`src/rtl/pipeline_hazard_controller.sv`:
```
// Stall/flush controller for the 5-stage core: load-use, redirect and
// data-RAM wait handling with a memory watchdog and event counters.
module pipeline_hazard_controller #(
  parameter int MEM_TIMEOUT = 16,
  parameter int COUNT_WIDTH = 32
) (
  input  logic                   clk,
  input  logic                   reset,
  input  logic [4:0]             id_rs1_address,
  input  logic [4:0]             id_rs2_address,
  input  logic                   id_rs1_used,
  input  logic                   id_rs2_used,
  input  logic [4:0]             ex_rd_address,
  input  logic                   ex_reg_wren,
  input  logic                   ex_reg_write_data_src,
  input  logic                   ex_next_pc_src,
  input  logic                   mem_req,
  input  logic                   mem_ready,
  output logic                   pc_wren,
  output logic                   if_id_wren,
  output logic                   if_id_flush,
  output logic                   id_ex_wren,
  output logic                   id_ex_bubble,
  output logic                   mem_error,
  output logic [COUNT_WIDTH-1:0] stall_count,
  output logic [COUNT_WIDTH-1:0] bubble_count,
  output logic [COUNT_WIDTH-1:0] flush_count
);

  localparam int WW = $clog2(MEM_TIMEOUT + 1);
  localparam logic [WW-1:0] WLAST = WW'(MEM_TIMEOUT - 1);

  typedef enum logic [1:0] {
    RUN      = 2'd0,
    MEM_WAIT = 2'd1,
    ERROR    = 2'd2
  } state_e;

  state_e                 state_q, state_d;
  logic [WW-1:0]          wait_q, wait_d;
  logic [COUNT_WIDTH-1:0] stall_q, stall_d;
  logic [COUNT_WIDTH-1:0] bubble_q, bubble_d;
  logic [COUNT_WIDTH-1:0] flush_q, flush_d;

  logic mem_stall;
  logic redirect;
  logic load_use;
  logic rs1_hit;
  logic rs2_hit;
  logic active;

  function automatic logic [COUNT_WIDTH-1:0] sat_inc(
    input logic [COUNT_WIDTH-1:0] v
  );
    return (&v) ? v : v + COUNT_WIDTH'(1);
  endfunction

  assign mem_stall = mem_req && !mem_ready;
  assign redirect  = ex_next_pc_src;
  assign rs1_hit   = id_rs1_used && (id_rs1_address == ex_rd_address);
  assign rs2_hit   = id_rs2_used && (id_rs2_address == ex_rd_address);
  assign load_use  = ex_reg_wren && ex_reg_write_data_src &&
                     (ex_rd_address != 5'd0) && (rs1_hit || rs2_hit);
  assign active    = !reset && (state_q != ERROR);

  always_comb begin
    state_d      = state_q;
    wait_d       = wait_q;
    stall_d      = stall_q;
    bubble_d     = bubble_q;
    flush_d      = flush_q;
    pc_wren      = 1'b0;
    if_id_wren   = 1'b0;
    if_id_flush  = 1'b0;
    id_ex_wren   = 1'b0;
    id_ex_bubble = 1'b0;
    if (active) begin
      if (mem_stall) begin
        stall_d = sat_inc(stall_q);
        if (wait_q == WLAST) begin
          state_d = ERROR;
        end else begin
          state_d = MEM_WAIT;
          wait_d  = wait_q + WW'(1);
        end
      end else begin
        state_d = RUN;
        wait_d  = '0;
        if (redirect) begin
          pc_wren      = 1'b1;
          if_id_wren   = 1'b1;
          if_id_flush  = 1'b1;
          id_ex_wren   = 1'b1;
          id_ex_bubble = 1'b1;
          flush_d      = sat_inc(flush_q);
        end else if (load_use) begin
          id_ex_wren   = 1'b1;
          id_ex_bubble = 1'b1;
          bubble_d     = sat_inc(bubble_q);
        end else begin
          pc_wren      = 1'b1;
          if_id_wren   = 1'b1;
          id_ex_wren   = 1'b1;
        end
      end
    end
  end

  always_ff @(posedge clk) begin
    if (reset) begin
      state_q  <= RUN;
      wait_q   <= '0;
      stall_q  <= '0;
      bubble_q <= '0;
      flush_q  <= '0;
    end else begin
      state_q  <= state_d;
      wait_q   <= wait_d;
      stall_q  <= stall_d;
      bubble_q <= bubble_d;
      flush_q  <= flush_d;
    end
  end

  assign mem_error    = (state_q == ERROR);
  assign stall_count  = stall_q;
  assign bubble_count = bubble_q;
  assign flush_count  = flush_q;

endmodule

```
`config.mk`:
```
export PLATFORM = sky130hd
export DESIGN_NAME = pipeline_hazard_controller
export DESIGN_NICKNAME = d
export VERILOG_FILES = /design/src/rtl/pipeline_hazard_controller.sv
export SDC_FILE = /design/constraint.sdc
export NUM_CORES = 1
export LEC_CHECK = 0
export ABC_AREA = 0
export CORE_MARGIN = 8
export CORE_UTILIZATION = 40
export CTS_CLUSTER_DIAMETER = 30
export DETAILED_ROUTE_END_ITERATION = 10
export PLACE_DENSITY = 0.78
export SYNTH_ARGS = -nofsm -noshare
export SYNTH_HDL_FRONTEND = slang
export SYNTH_SLANG_ARGS = --single-unit
export TNS_END_PERCENT = 10
```
`constraint.sdc`:
```
create_clock -name clk -period 2.6 [get_ports clk]
set_input_delay 0.52 -clock clk [delete_from_list [all_inputs] [get_ports clk]]
set_output_delay 0.52 -clock clk [all_outputs]
set_load 0.02 [all_outputs]
```
==> results of run 1 <==
[worst max-delay path: cells and delay by family]
family,cells,cell delay [ns]
AND/OR/NAND/NOR,2,0.32
XOR/XNOR,1,0.15
AO/OA/AOI/OAI,2,0.35
buffers and inverters,2,0.68
[power by group through the flow]
stage | clock, mW | combinational, mW | sequential [mW]
final | 1.30 | 0.172 | 1.59
after floorplan | 0 | 0.0772 | 1.63
after global placement | 0 | 0.166 | 1.62
after detailed placement | 0 | 0.171 | 1.62
after global routing | 1.38 | 0.184 | 1.59
after CTS | 1.33 | 0.168 | 1.59
[flip-flops by register name (all words and copies together), names as in the netlist]
signal	cells
wait_q	5
bubble_count	32
flush_count	32
stall_count	32
state_q	2
[cell usage after synthesis (2+ instances only)]
cell type	n
o211ai_1	2
or4_1	4
buf_6	2
nor2_1	65
xnor2_1	31
o21ai_0	41
nor2b_1	2
nor4_1	5
nor4_4	2
nand3_2	2
nand2_1	44
buf_2	5
a31o_1	2
clkbuf_1	11
xor2_1	27
nand3_1	30
nor3_1	18
a211oi_1	3
inv_1	19
dfxtp_1	103
and3_1	15
and4_1	10
nand2b_1	2
nand4_1	45
and2_1	3
or3_1	38
a21oi_1	44
mux2i_1	4
nand4_2	4
o31ai_1	5
ha_1	5
[cell type report]
class | instances | area [um2]
well taps | 172 | 215
repair buffers | 157 | 1480
fillers | 1154 | 5570
multi-input cells | 473 | 2950
clock buffers | 15 | 278
flip-flops and latches | 103 | 2060
inverters | 19 | 71.3
[layer usage]
metal / track usage (%) / wire (um) / up-vias
li1: - / - / 2519
met1: 19.3 / 6140 / 2426
met2: 29.2 / 7180 / 135
met3: 4.15 / 836 / 24
met4: 7.72 / 306 / 0
met5: 0 / 0 / -
[cells by family (layout without fill, tap and decap cells)]
logic type,count (synthesis),after routing,synth area share (%)
simple gates,298,298,32.4
fa+ha+maj,5,5,1.21
compound gates,108,108,12.4
mux,4,4,0.775
buf+inv,40,191,3.51
flops,103,103,39.9
xor+xnor,58,58,9.84
[path summary, 6_finish.rpt]
check,endpoint,slack [ns],cells after the start
max,id_ex_bubble,0.05,7
min,wait_q[4],0.48,2
max reg2reg,flush_count[9],0.41,6
min reg2reg,wait_q[4],0.48,2
[what timing repair did]
action | 4_1_cts | 5_1_grt
setup endpoints to repair | 5 | 3
gates resized for setup | 17 | 9
pin swaps | 0 | 2
buffers inserted | 0 | 0
[cell usage in the layout (no fill, tap or decap), drive strengths merged, types with 8 or more instances in the layout]
cell type	n
clkdlybuf4s50	115
dfxtp	103
nor2	65
nand4	50
a21oi	44
nand2	44
o21ai	41
or3	39
buf	37
nand3	32
xnor2	31
xor2	27
nor3	20
inv	19
and3	15
clkbuf	15
and4	11
nor4	8
[per-stage QoR]
stage	cells	worst slack (ns)	hold slack [ns]	utilization, %	power, mW
finish	939	0.0504	0.477	55.9	3.06
global route	939	-0.0151	0.499	55.9	3.16
CTS	939	-0.0237	0.469	55.6	3.09
detailed placement	924	-0.508	0.454	53.5	1.79
global placement	924	-0.460	0.439	53.5	1.79
floorplan	616	0.117	0.425	-	1.70
==> impl_metrics.ini, run 1 <==
[power_and_ir_drop]
p_sw_mw = 0.666
p_leak_nw = 2.37
internal_power_mw = 2.39
p_seq_share_pct = 51.9
p_per_area_nw_per_um2 = 433
combPwrFrac_pct = 5.6
power_frac_clock_pct = 42.4
ir_worst_vdd_mv = 0.260
switching_share_pct = 21.8

[worst_setup_path]
slowest_stage = clkdlybuf4s50_1
path_cells = clkdlybuf4s50_1, xnor2_1, nand4_1, o22ai_2, nor2b_4, o21a_1, buf_4
crit_arrival_ns = 2.03
start_kind = input pin
timing.rr.start = flush_count[19]
end_kind = output pin
crit_required_ns = 2.08
cpPeakStageDelay_ns = 0.54
critPathLaunch = ex_rd_address[1]
critical_path.max_fanout = 3
path_class = in -> out

[clock_tree]
cts_max_path_buffers = 2
htreeDepth = 3
cts_tree = done
cts.sinks = 103
cts_hold_buf = 0
cts_buffers = 9
clkLatencyLatePin_ns = 0.35
cts.clk_slew.worst_paths_ns = 0.06
cts-root-buf = clkbuf_16

[worst_hold_path]
min_from = wait_q[4]
hold_path_class = reg -> reg

[global_route]
antenna_found_initial = 0
grtUsageTotal_pct = 16.9
grt_pass1_vias = 4961
gr-total-overflow = 0
grt_first_pass_wirelength_um = 23200
grt_max_degree = 54

[route]
drt_iter0_drc = 405
num_vias = 5104
drc_errors = 0
ant_nets = 0
via_per_inst = 5.44
wl_per_cell_um = 15.4
detail_route.first_pass.iterations = 5
routed_wl_um = 14500

[die]
die_area_um2 = 16800
num_io_pins = 126
core_area_um2 = 12600
die_x_um = 130
die_h_um = 130
num_rows = 41
start_util_pct = 40.9

[final_layout]
area_growth_pct = 36.6
drive_gt1_share_pct = 9.39
nNetsFinal = 792
final_cell_area_um2 = 7050
diodes = 0

[sta]
setup_viol = 0
finalCriticalPeriod_ns = 2.55
slew_headroom_pct = 57.9
worstMarginPinSlew_ns = 0.626
fin_crit_sh_pct = 98.1
finClkSkew_ns = 0.00520
slew_violations = 0
fmax_ghz = 0.392
setup_tns_ns = 0
hold_viol_final = 0

[placement]
placed_cell_area_um2 = 6760
io_buffers = 125
gp_congestion = 0.859
hpwl_um = 10600

[yosys]
synthTopCellsByArea = dfxtp_1 (40%), nand4_1 (5.5%), xnor2_1 (5.3%)
yosysWarnings = 0
ys_types = 54
syn_area_um2 = 5160
synthFlopType = dfxtp_1
synth_edf_count = 0
syn_avg_cell_area_um2 = 8.38
synth_top_area_cell = dfxtp_1
seq_area_frac_synth_pct = 39.9
synth_top_area_share_pct = 39.9
async_flop_share_pct = 0
postSynthCellCount = 616
syn_nets = 645
synth-seq-cells = 103

[run]
cap_violations = 0

[outcome]
status = completed
Power figures use the tool's default switching activity.
==> run 2: changes to the inputs <==
Settings changed: CORE_MARGIN 8 to 2.
Clock period 2.6 ns to 2.8 ns, I/O delays scaled along.
==> impl_metrics.ini, run 2 (synthesis results as in run 1) <==
[route]
detail_route.first_pass.iterations = 4
routed_wl_um = 13900
num_vias = 5118
drc_errors = 0
drt_iter0_drc = 295
ant_nets = 0
wl_per_cell_um = 14.9
via_per_inst = 5.50

[die]
core_area_um2 = 12600
die_x_um = 118
num_rows = 41
num_io_pins = 126
die_h_um = 118
start_util_pct = 40.9
die_area_um2 = 13800

[placement]
hpwl_um = 10100
gp_congestion = 0.869
placed_cell_area_um2 = 6680
io_buffers = 125

[sta]
hold_viol_final = 0
finalCriticalPeriod_ns = 2.75
fin_crit_sh_pct = 98.1
slew_violations = 0
slew_headroom_pct = 45.6
fmax_ghz = 0.364
setup_viol = 0
worstMarginPinSlew_ns = 0.816
finClkSkew_ns = 0.00601

[worst_setup_path]
end_kind = output pin
slowest_stage = or4_4
path_cells = clkdlybuf4s50_1, or4_4, o211ai_4, nor2b_4, a21boi_2, buf_2
path_class = in -> out
start_kind = input pin
crit_required_ns = 2.24
critical_path.max_fanout = 2
cp_num_buf_inv = 2
crit_family = simple AND/OR/NAND/NOR gates
crit_arrival_ns = 2.19
cpPeakStageDelay_ns = 0.56

[final_layout]
fillers = 1164
drive_gt1_share_pct = 8.83
layout_common_cells = clkdlybuf4s50_1 (119), dfxtp_1 (103), nor2_1 (65)
seq_area_um2 = 2060
multi_input_area_um2 = 2950
final_cell_area_um2 = 7030
diodes = 0
nNetsFinal = 783
final_common_cell = clkdlybuf4s50_1
area_growth_pct = 36.1

[clock_tree]
cts.sinks = 103
cts_buffers = 9
htreeDepth = 3
cts_max_path_buffers = 2
cts_tree = done
clkLatencyLatePin_ns = 0.34
cts.clk_slew.worst_paths_ns = 0.06
cts-root-buf = clkbuf_16
cts_hold_buf = 0

[power_and_ir_drop]
p_leak_nw = 2.34
ir_worst_vdd_mv = 0.270
p_total_mw = 2.99
p_per_area_nw_per_um2 = 425

[global_route]
grtUsageTotal_pct = 19.6
grt_pass1_vias = 4837
antenna_found_initial = 0
gr-total-overflow = 0
grt_first_pass_wirelength_um = 22900
grt_max_degree = 80

[worst_hold_path]
hold_path_class = reg -> reg

[run]
cap_violations = 0

[outcome]
status = completed
==> run 2: cell count changes in the layout (fill, tap and decap cells not counted) <==
cell and delta:
buf_4 -11, clkdlybuf4s50_1 +4, clkbuf_1 -3, buf_2 +2, clkbuf_8 +2, dlygate4sd2_1 -2
dlymetal6s2s_1 -2, bufinv_16 +1, clkinv_2 +1
==> run 2: cell type report <==
type / count / area share, %
Clock inverter: 2 / 0.498
Multi-Input combinational cell: 473 / 41.9
Inverter: 19 / 1.01
Clock buffer: 14 / 4.18
Timing Repair Buffer: 148 / 20.0
Sequential cell: 103 / 29.3
Tap cell: 172 / 3.06
==> run 2: repair_timing <==
action                                  4_1_cts  5_1_grt
resized for setup                            13        9
setup buffers                                 0        1
endpoints found under the setup margin        3        4
pin swaps                                     0        1
==> run 2: routing by layer <==
metal | vias to the layer above | global-route usage [%] | share of wire, %
li1 | 2507 | - | -
met1 | 2438 | 24.9 | 44
met2 | 138 | 32.8 | 49
met3 | 35 | 3.15 | 3.8
met4 | 0 | 8.66 | 2.9
met5 | - | 0 | 0
==> run 2: per-stage QoR <==
step           std cells  setup WS, ns  setup TNS [ns]  hold slack (ns)  util, %
4_1_cts              930        0.0165               0            0.468     55.5
2_1_floorplan        616        0.0563               0            0.425        -
5_1_grt              931    -0.0000511      -0.0000511            0.493     55.7
3_3_place_gp         914        -0.388           -1.04            0.439     52.9
3_5_place_dp         914        -0.413           -1.14            0.454     52.9
6_report             931        0.0543               0            0.467     55.7
==> run 2: path summary, 6_finish.rpt <==
check | to | cells past startpoint | from | slack [ns]
worst max-delay path | if_id_wren | 6 | ex_rd_address[0] | 0.05
worst min-delay path | wait_q[4] | 2 | wait_q[4] | 0.47
worst max register to register | bubble_count[16] | 7 | bubble_count[0] | 0.57
worst min register to register | wait_q[4] | 2 | wait_q[4] | 0.47
==> run 2: power by group <==
part | internal, mW | switching (mW) | total [mW]
registers | 1.47 | 0.00519 | 1.47
clock network | 0.815 | 0.542 | 1.36
logic | 0.0770 | 0.0823 | 0.159
total | 2.36 | 0.629 | 2.99
==> run 2: worst register-to-register path: stages (launching register included) <==
cell	delay [ns]
dfxtp_1	0.36
ha_1	0.24
and2_1	0.21
and4_1	0.27
nand3b_1	0.21
nand4_2	0.25
or3_1	0.41
a21oi_1	0.19
==> run 3: changes to the inputs <==
Settings changed: CORE_UTILIZATION 40 to 50, PLACE_DENSITY 0.78 to 0.92.
==> impl_metrics.ini, run 3 (synthesis results as in run 1) <==
[outcome]
status = completed

[die]
die_x_um = 106
num_rows = 37
core_area_um2 = 10200
die_h_um = 106
die_area_um2 = 11200
num_io_pins = 126
start_util_pct = 50.7

[sta]
setup_viol = 0
fin_crit_sh_pct = 99.1
timing.hold.ws_ns = 0.459
fin_ws_ns = 0.0248
finalCriticalPeriod_ns = 2.78
slew_violations = 0
finClkSkew_ns = 0.0174
fmax_ghz = 0.360
hold_viol_final = 0
slew_headroom_pct = 57.7
rsz0062_at_grt = yes
worstMarginPinSlew_ns = 0.629

[power_and_ir_drop]
p_per_area_nw_per_um2 = 367
switching_share_pct = 24.0
combPwrFrac_pct = 6.1
internal_power_mw = 1.90
p_total_mw = 2.50
ir_worst_vdd_mv = 0.220
p_seq_share_pct = 58.9
power_frac_clock_pct = 34.9
p_sw_mw = 0.600
p_leak_nw = 2.25

[worst_setup_path]
crit_arrival_ns = 2.22
critical_path.max_fanout = 2
rrSetupSlack_ns = 0.55
path_class = in -> out
end_kind = output pin
start_kind = input pin
crit_required_ns = 2.24

[global_route]
grt_max_degree = 43
grt_first_pass_wirelength_um = 22100
gr-total-overflow = 0
grt_pass1_vias = 4861
antenna_found_initial = 0
grtUsageTotal_pct = 23.8

[placement]
io_buffers = 125
dp_cells = 877
dp_slack_ns = -0.463
gp_congestion = 0.883
hpwl_um = 10200

[clock_tree]
htreeDepth = 3
cts_buffers = 9
clkLatencyLatePin_ns = 0.35
cts_max_path_buffers = 2
cts_setup_buffers = 0
cts_tree = done
cts.sinks = 103
cts.clk_slew.worst_paths_ns = 0.08
cts-root-buf = clkbuf_8

[final_layout]
layout_common_cells = clkdlybuf4s50_1 (120), dfxtp_1 (103), nor2_1 (65)
area_growth_pct = 31.7
seq_area_um2 = 2060
fin_cells = 893
post-route-util_pct = 66.8
fillers = 811
multi_input_area_um2 = 2930
drive_gt1_share_pct = 8.06
nNetsFinal = 781
final_common_cell = clkdlybuf4s50_1
diodes = 0

[route]
drc_errors = 0
ant_nets = 0
num_vias = 5204
wl_per_cell_um = 15.4
via_per_inst = 5.83
routed_wl_um = 13700
detail_route.first_pass.iterations = 7
drt_iter0_drc = 302

[run]
cap_violations = 0

[worst_hold_path]
hold_path_class = reg -> reg
## run 3: stage by stage
step / TNS, ns / cell area (um2)
after floorplan: 0 / 5160
after global placement: -1.29 / 6630
final: 0 / 6800
after CTS: -0.0482 / 6810
after detailed placement: -1.38 / 6630
after global routing: -0.0765 / 6800
## run 3: per-layer routing
layer  vias up  share of wire [%]  routed length, um  track usage, %
met5         -                  0                  0               0
met4         0                1.7                238            8.18
met3        28                6.3                859            5.50
met2       189                 49               6800            41.8
met1      2484                 43               5850            28.3
li1       2503                  -                  -               -
## run 3: area by class of cell
| cell class | instances | area share [%] |
|---|---|---|
| repair buffers | 146 | 20.4 |
| multi-input cells | 473 | 43.0 |
| clock buffers | 11 | 2.08 |
| flip-flops and latches | 103 | 30.3 |
| clock inverters | 5 | 0.570 |
| inverters | 19 | 1.05 |
| well taps | 136 | 2.50 |
## run 3: worst max-delay path: stages
cell,delay [ns]
clkdlybuf4s50_1,0.42
or4_1,0.54
o211ai_2,0.24
nor2b_4,0.08
a21boi_1,0.18
buf_2,0.19
## run 3: worst paths after layout
check | startpoint | cells past startpoint | end
setup / recovery | ex_rd_address[0] | 6 | if_id_wren
hold / removal | wait_q[4] | 2 | wait_q[4]
setup reg to reg | stall_count[0] | 6 | stall_count[12]
hold reg to reg | wait_q[4] | 2 | wait_q[4]
## run 3: power groups by stage
stage | sequential, mW | clock (mW) | combinational [mW]
floorplan | 1.51 | 0 | 0.0715
global placement | 1.51 | 0 | 0.147
detailed placement | 1.51 | 0 | 0.153
CTS | 1.47 | 0.886 | 0.153
global route | 1.47 | 0.955 | 0.164
finish | 1.47 | 0.873 | 0.153
## run 3: timing repair
item | 4_1_cts | 5_1_grt
resized for setup | 15 | 2
pin swaps | 0 | 0
hold buffers | 0 | 0
endpoints found under the setup margin | 3 | 4
